`src/rtl/rob_tag_issuer_pkg.sv`:
```
// Shared widths, output-stage states and the issuer->tag-compare request type
// for the read-path front end.
package rob_tag_issuer_pkg;

    localparam int AXI_ADDR_WIDTH = 32;
    localparam int AXI_ID_WIDTH   = 4;
    localparam int TID_WIDTH      = 4;
    localparam int FIFO_SIZE      = 8;

    typedef enum logic {
        OUT_EMPTY = 1'b0,
        OUT_FULL  = 1'b1
    } out_state_e;

    typedef struct packed {
        logic [TID_WIDTH-1:0]      tid;
        logic [AXI_ADDR_WIDTH-1:0] addr;
    } tagged_req_t;

endpackage

```
`src/rtl/rob_tag_issuer_id_table.sv`:
```
// Circular FIFO of AXI IDs in issue order; the head is read combinationally so
// the response side can drive rid without a pipeline bubble.
module rob_tag_issuer_id_table #(
    parameter int DEPTH = 8,
    parameter int WIDTH = 4,
    parameter int CNT_W = $clog2(DEPTH) + 1
) (
    input  logic             clk,
    input  logic             rst,
    input  logic             push,
    input  logic [WIDTH-1:0] push_data,
    input  logic             pop,
    output logic [WIDTH-1:0] head,
    output logic [CNT_W-1:0] count
);

    localparam int PTR_W = $clog2(DEPTH);

    logic [WIDTH-1:0] mem [DEPTH];
    logic [PTR_W-1:0] wr_ptr;
    logic [PTR_W-1:0] rd_ptr;
    logic             do_push;
    logic             do_pop;

    // A pop on an empty table is ignored; the owner flags it as an error.
    assign do_pop  = pop && (count != '0);
    assign do_push = push && ((count != CNT_W'(DEPTH)) || do_pop);
    assign head    = mem[rd_ptr];

    always_ff @(posedge clk) begin
        if (do_push) begin
            mem[wr_ptr] <= push_data;
        end
    end

    always_ff @(posedge clk or posedge rst) begin
        if (rst) begin
            wr_ptr <= '0;
            rd_ptr <= '0;
            count  <= '0;
        end else begin
            if (do_push) begin
                wr_ptr <= wr_ptr + PTR_W'(1);
            end
            if (do_pop) begin
                rd_ptr <= rd_ptr + PTR_W'(1);
            end
            case ({do_push, do_pop})
                2'b10:   count <= count + CNT_W'(1);
                2'b01:   count <= count - CNT_W'(1);
                default: count <= count;
            endcase
        end
    end

endmodule

```
`src/rtl/rob_tag_issuer.sv`:
```
// Stamps accepted AXI read-address requests with sequential tIDs (starting at 1),
// forwards them through a one-entry output register and bounds reads in flight.
module rob_tag_issuer #(
    parameter int ADDR_WIDTH = rob_tag_issuer_pkg::AXI_ADDR_WIDTH,
    parameter int ID_WIDTH   = rob_tag_issuer_pkg::AXI_ID_WIDTH,
    parameter int TID_WIDTH  = rob_tag_issuer_pkg::TID_WIDTH,
    parameter int MAX_OUTST  = rob_tag_issuer_pkg::FIFO_SIZE
) (
    input  logic                           clk,
    input  logic                           rst,
    input  logic                           arvalid_i,
    output logic                           arready_o,
    input  logic [ID_WIDTH-1:0]            arid_i,
    input  logic [ADDR_WIDTH-1:0]          araddr_i,
    output logic                           req_valid_o,
    input  logic                           req_ready_i,
    output logic [TID_WIDTH-1:0]           req_tid_o,
    output logic [ADDR_WIDTH-1:0]          req_addr_o,
    input  logic                           retire_i,
    output logic [ID_WIDTH-1:0]            retire_rid_o,
    output logic [$clog2(MAX_OUTST):0]     outst_o,
    output logic                           err_o
);

    import rob_tag_issuer_pkg::*;

    localparam int OUTST_W = $clog2(MAX_OUTST) + 1;

    out_state_e           state;
    out_state_e           state_nxt;
    logic                 accept;
    logic                 has_room;
    logic [TID_WIDTH-1:0] tid_cnt;

    // Ready depends only on the registered count and the downstream ready,
    // so a retire in the same cycle cannot reopen a full window.
    assign has_room    = (outst_o < OUTST_W'(MAX_OUTST));
    assign arready_o   = !rst && ((state == OUT_EMPTY) || req_ready_i) && has_room;
    assign accept      = arvalid_i && arready_o;
    assign req_valid_o = (state == OUT_FULL);

    always_comb begin
        state_nxt = state;
        case (state)
            OUT_EMPTY: if (accept) state_nxt = OUT_FULL;
            OUT_FULL:  if (req_ready_i && !accept) state_nxt = OUT_EMPTY;
            default:   state_nxt = OUT_EMPTY;
        endcase
    end

    always_ff @(posedge clk or posedge rst) begin
        if (rst) begin
            state <= OUT_EMPTY;
        end else begin
            state <= state_nxt;
        end
    end

    always_ff @(posedge clk or posedge rst) begin
        if (rst) begin
            req_tid_o  <= '0;
            req_addr_o <= '0;
            tid_cnt    <= TID_WIDTH'(1);
        end else if (accept) begin
            req_tid_o  <= tid_cnt;
            req_addr_o <= araddr_i;
            tid_cnt    <= tid_cnt + TID_WIDTH'(1);
        end
    end

    always_ff @(posedge clk or posedge rst) begin
        if (rst) begin
            err_o <= 1'b0;
        end else if (retire_i && (outst_o == '0)) begin
            err_o <= 1'b1;
        end
    end

    // The table's occupancy doubles as the outstanding-read count.
    rob_tag_issuer_id_table #(
        .DEPTH (MAX_OUTST),
        .WIDTH (ID_WIDTH),
        .CNT_W (OUTST_W)
    ) u_id_table (
        .clk       (clk),
        .rst       (rst),
        .push      (accept),
        .push_data (arid_i),
        .pop       (retire_i),
        .head      (retire_rid_o),
        .count     (outst_o)
    );

endmodule

```
`config.mk`:
```
export PLATFORM = sky130hd
export DESIGN_NAME = rob_tag_issuer
export DESIGN_NICKNAME = d
export VERILOG_FILES = /design/src/rtl/rob_tag_issuer_pkg.sv /design/src/rtl/rob_tag_issuer_id_table.sv /design/src/rtl/rob_tag_issuer.sv
export SDC_FILE = /design/constraint.sdc
export NUM_CORES = 1
export LEC_CHECK = 0
export CAP_MARGIN = 5
export CELL_PAD_IN_SITES_DETAIL_PLACEMENT = 0
export CELL_PAD_IN_SITES_GLOBAL_PLACEMENT = 1
export CORE_UTILIZATION = 44
export DETAILED_ROUTE_END_ITERATION = 8
export HOLD_SLACK_MARGIN = 0.12
export PLACE_DENSITY = 0.84
export SLEW_MARGIN = 5
export SYNTH_ARGS = -nofsm -noshare
export SYNTH_HDL_FRONTEND = slang
export SYNTH_HIERARCHICAL = 1
export SYNTH_SLANG_ARGS = --single-unit
```
`constraint.sdc`:
```
create_clock -name clk -period 7.3 [get_ports clk]
set_input_delay 1.825 -clock clk [delete_from_list [all_inputs] [get_ports clk]]
set_output_delay 1.825 -clock clk [all_outputs]
set_load 0.1 [all_outputs]
```
# == After elaboration in Yosys (flattened, before gate mapping) ==
# Memory sizes are Yosys's and may differ from the RTL's.
# Cells that the tools add are included.
# totals
ff_bits,52
latchBits,0
ram_bits,32
mem_bits_ro,0
output_inout_bits,47
memories,1
# mem_list
name,depth,word_bits,rd,rd_clocked_by_memory_dff,wr,line_no,text
u_id_table.mem,8,4,1,0,1,rob_tag_issuer_id_table.sv:19,logic [WIDTH-1:0] mem [DEPTH];
# op_classes
addsub,5
multipliers,0
n_div,0
magnitude_cmp,1
eq_ne,3
shift,0
mux,6
bitwise,1
reduce_logical,14
# ops
op,n
adder 4 x 1 -> 4 bit (second input constant),2
one-hot mux 4 bit (2 select lines),1
logical AND 1 bit,7
adder 3 x 1 -> 3 bit (second input constant),2
logical NOT 4 bit,1
< comparator 4 bit (second input constant),1
2-to-1 mux 1 bit,4
inequality test 4 bit (second input constant),1
nonzero test 4 bit,1
subtractor 4 x 1 -> 4 bit (second input constant),1
== test 2 x 1 -> 1 bit (second input constant),1
== test 2 bit (second input constant),1
logical NOT 1 bit,2
logical OR 1 bit,2
one-hot mux 1 bit (2 select lines),1
nonzero test 2 bit,1
NOT 1 bit,1

# == Longest topological paths before layout ==
# depth
word_depth,9
mapped_depth,13
depth_no_buf,11

# == Cells and area by module ==
# Netlist, hierarchy kept.
# by_module_without_submodules
module,instances,cells_per_inst,area_each_um2
rob_tag_issuer_id_table,1,118,1865.5
rob_tag_issuer,1,99,1779.2

# == Worst setup path before layout ==
# No wires, ideal clock.
# synth_path
kind,input-to-output
from,input req_ready_i
to,output arready_o
arrival_time_ns,2.755
path_slack_ns,2.720
stages,2
path_buffers,0
path_cell_list,nand2b_2 > and2_1
# synth_between
elab_chain_cells,3
# synth_lines
element,line_no,text
start: declaration,rob_tag_issuer.sv:16,"input logic req_ready_i,"
logical OR 1 bit,rob_tag_issuer.sv:38,assign arready_o = !rst && ((state == OUT_EMPTY) || req_ready_i) && has_room;
logical AND 1 bit (2 in series),rob_tag_issuer.sv:38,
end: declaration,rob_tag_issuer.sv:12,"output logic arready_o,"
# Every way passes these cells.

# == Final worst setup path ==
# layout_path
from,input rst
to,output arready_o
# layout_between
elab_chain_cells,3
# layout_lines
element,line_no,text
start: declaration,rob_tag_issuer.sv:10,"input logic rst,"
logical NOT 1 bit (no source line),--,
logical AND 1 bit (2 in series),rob_tag_issuer.sv:38,
# Every way passes these cells.

==> metrics.txt <==
status=complete, no violations; Slew @ Worst Pin=approximately 1000 ps; number of setup buffers added after CTS=0; CP required=about 5500 ps; final design instance area without fill=roughly 4800 µm²; routed wire length per instance=approximately 15 µm; area added between synthesis and finish=31.3%; area share of the leading cell type in the synthesized netlist=between 30% and 40%; latest clock arrival within the worst-skew pair=approximately 340 ps; netlist area before placement=roughly 3600 µm²; count of input and output buffers=87; worst setup path start=rst; vias in the first global route=about 2100; final count of hold timing violations=0; top-level I/O count=a little under 90; M1 GR Usage=approximately a fifth; xor/xnor share of the synthesized area=about 2.2%; compound-cell area share of the yosys netlist=under 10%; initial core utilization=between 40% and 50%; global placer's final weighted congestion=between 0.7 and 0.8; Layout Nets=356; per-cell via count in the routed design=between 4 and 5; cell accounting for the most synthesized area=dfrtp_1; placed wire-length estimate after detailed placement=4490 µm; initial drt markers=50; critical path launch point type=input pin; CTS clock-pin slew for the worst setup and hold paths=approximately 70 ps; critical-path cell with the highest stage delay=clkdlybuf4s50_1; Reg2Reg Launch Point=u_id_table/count[3]; adder and majority cell fraction of the synthesized area=2.27%; Final Worst Setup Slack=approximately 1700 ps; most common cell after layout, fill and taps aside=clkdlybuf4s50_1; capture point of the worst path=arready_o; Max stage delay on crit path=roughly 1100 ps; largest family of logic cells by synthesized area=multiplexers; Die Ht=93.0 µm; GRT busiest layer=met2; overall track demand over capacity in global routing=approximately 16%; detailed-route via count=about 2000; maximum number of pins on one net before global-route repair=approximately 40; final wirelength=~6400 µm; met2 Usage GRT=between 20% and 30%; wire length of the first global-routing pass=~10000 µm; register area=~2300 µm²; TritonCTS clock tree=built; Mapped Cells=~220; share of layout cells above drive strength 1=between 20% and 30%; Setup violations, final=0; register area share after synthesis=62.1%; number of standard-cell rows in the floorplan=32; DIE AREA=8650 µm²; count of inserted antenna diode cells=0; synthesis warning total=6; Setup Skew=about 7.6 ps; number of distinct library cells after synthesis=36; count of nets left with antenna violations after detail routing=0; Worst EP arrival=roughly 3800 ps; Pre-Repair DR Iteration Count=4; gr ovfl total=0; post-place instance area=about 4600 µm²; cts hold-fix bufs=0; reg2reg end=u_id_table/count[3]; CTS root buffer=clkbuf_8; setup repair after global routing missed its margin=false; setup slack on the worst flop-to-flop path=between 4000 and 5000 ps; Synth area leaders=dfrtp_1 35%, edfxtp_1 26%, mux2_4 16%; post-synth net total=around 260; met3 global-route usage=between 5 and 6%; worst min-delay path category=flop to flop; final worst-path cycle share=~77%; pre-CTS setup slack=~1700 ps; DR DRC count=0; Max H-tree Level=3; Clock Sinks=84; MaxCap Viol Count=0; Final Critical Period=5640 ps; total of flip-flops plus latches after synthesis=84; simple-gate share of the synthesized area=under 10%; cell mode on critical path=clkdlybuf4s50_1; quantity of gates resized following cts=0; multiplexer share of the synthesized area=a little under a quarter; placeable core region=7890 µm²; total negative slack=0 ps; ordered cell list for the critical path=clkdlybuf4s50_1 > nor2_4 > and2_1 > clkdlybuf4s50_1; number of antenna violations at the first check in global routing=0; Final Max Tran Viols=0; kind of critical path=input pin to output pin; Max-slew headroom=roughly 33%; kind of end point of the critical path=output pin; highest-count cells in the layout ignoring fill and taps=87 x clkdlybuf4s50_1, 51 x dfrtp_1, 38 x mux2_4; area taken by multi-input logic gates=between 1000 and 1500 µm²; maximum clock rate=177 MHz; filler cell count=610; maximum fanout along the worst path=4; number of buffers between clock root and the deepest sink=2; Worst R2R Path Depth=11; width of the chip=around 93 µm; per-instance average area after synthesis=16.8 µm²; clock buffers created by TritonCTS=9
## cell type report
type / instances / share of cell area [%]
Clock buffer: 10 / 2.67
Clock inverter: 6 / 1.36
Inverter: 8 / 0.628
Multi-Input combinational cell: 118 / 27.0
Sequential cell: 84 / 47.3
Tap cell: 102 / 2.67
Timing Repair Buffer: 88 / 18.4
## layer usage
metal | up-vias | share of wire [%]
li1 | 967 | -
met4 | 0 | 1.6
met2 | 69 | 45
met3 | 10 | 7.4
met5 | - | 0
met1 | 1001 | 46
## critical path, delay by kind of cell
| family | cells | cell delay (ps) |
|---|---|---|
| and+or+nand+nor | 2 | 360 |
| buffers and inverters | 2 | 1620 |
## Yosys cell counts
| library cell | number |
|---|---|
| a21o_1 | 2 |
| a21oi_1 | 1 |
| a311oi_4 | 1 |
| and2_1 | 1 |
| and3_1 | 1 |
| buf_2 | 2 |
| buf_6 | 4 |
| clkbuf_1 | 1 |
| dfrtp_1 | 51 |
| dfstp_2 | 1 |
| edfxtp_1 | 32 |
| fa_1 | 1 |
| ha_1 | 5 |
| inv_1 | 8 |
| mux2_1 | 1 |
| mux2_2 | 4 |
| mux2_4 | 38 |
| mux2i_1 | 3 |
| mux4_2 | 8 |
| nand2_1 | 10 |
| nand2b_1 | 6 |
| nand2b_2 | 1 |
| nand3_1 | 2 |
| nand3_4 | 1 |
| nand4_1 | 2 |
| nor2_1 | 10 |
| nor2_4 | 1 |
| nor3_1 | 4 |
| nor4_1 | 1 |
| o211ai_1 | 1 |
| o21a_1 | 1 |
| o21ai_0 | 1 |
| o21ai_1 | 1 |
| or3_4 | 1 |
| xnor2_1 | 7 |
| xor2_1 | 2 |
## state kept, by name, indices dropped and copies added (netlist names)
name	cells
err_o	1
req_addr_o	32
req_tid_o	4
req_valid_o	1
tid_cnt	4
u_id_table/count	4
u_id_table/mem	32
u_id_table/rd_ptr	3
u_id_table/wr_ptr	3
## worst min path at each step
stage / start / to / slack (ps) / cells after the start
after global routing: tid_cnt[3] / tid_cnt[3] / 480 / 1
after global placement: err_o / err_o / 450 / 1
after floorplan: tid_cnt[3] / tid_cnt[3] / 450 / 1
after CTS: tid_cnt[3] / tid_cnt[3] / 480 / 1
after detailed placement: tid_cnt[3] / tid_cnt[3] / 470 / 1
final: tid_cnt[3] / tid_cnt[3] / 470 / 1
## cells by family (layout without fill, tap and decap cells)
logic type               Yosys count  in the layout
XOR/XNOR                           9              9
AND/OR/NAND/NOR                   41             41
adder cells (fa/ha/maj)            6              6
multiplexers                      54             54
AO/OA/AOI/OAI                      8              8
flip-flops                        84             84
buffers and inverters             15            112
## metrics by stage
stage / hold slack, ps / util [%] / instances
6_report: 474 / 60.7 / 416
5_1_grt: 481 / 60.7 / 416
4_1_cts: 479 / 60.7 / 416
3_5_place_dp: 467 / 58.2 / 400
3_3_place_gp: 453 / 58.2 / 400
2_1_floorplan: 446 / - / 217
Power is not shown: default switching activity piles up to over one toggle a cycle in this logic, so the estimate is an artifact.
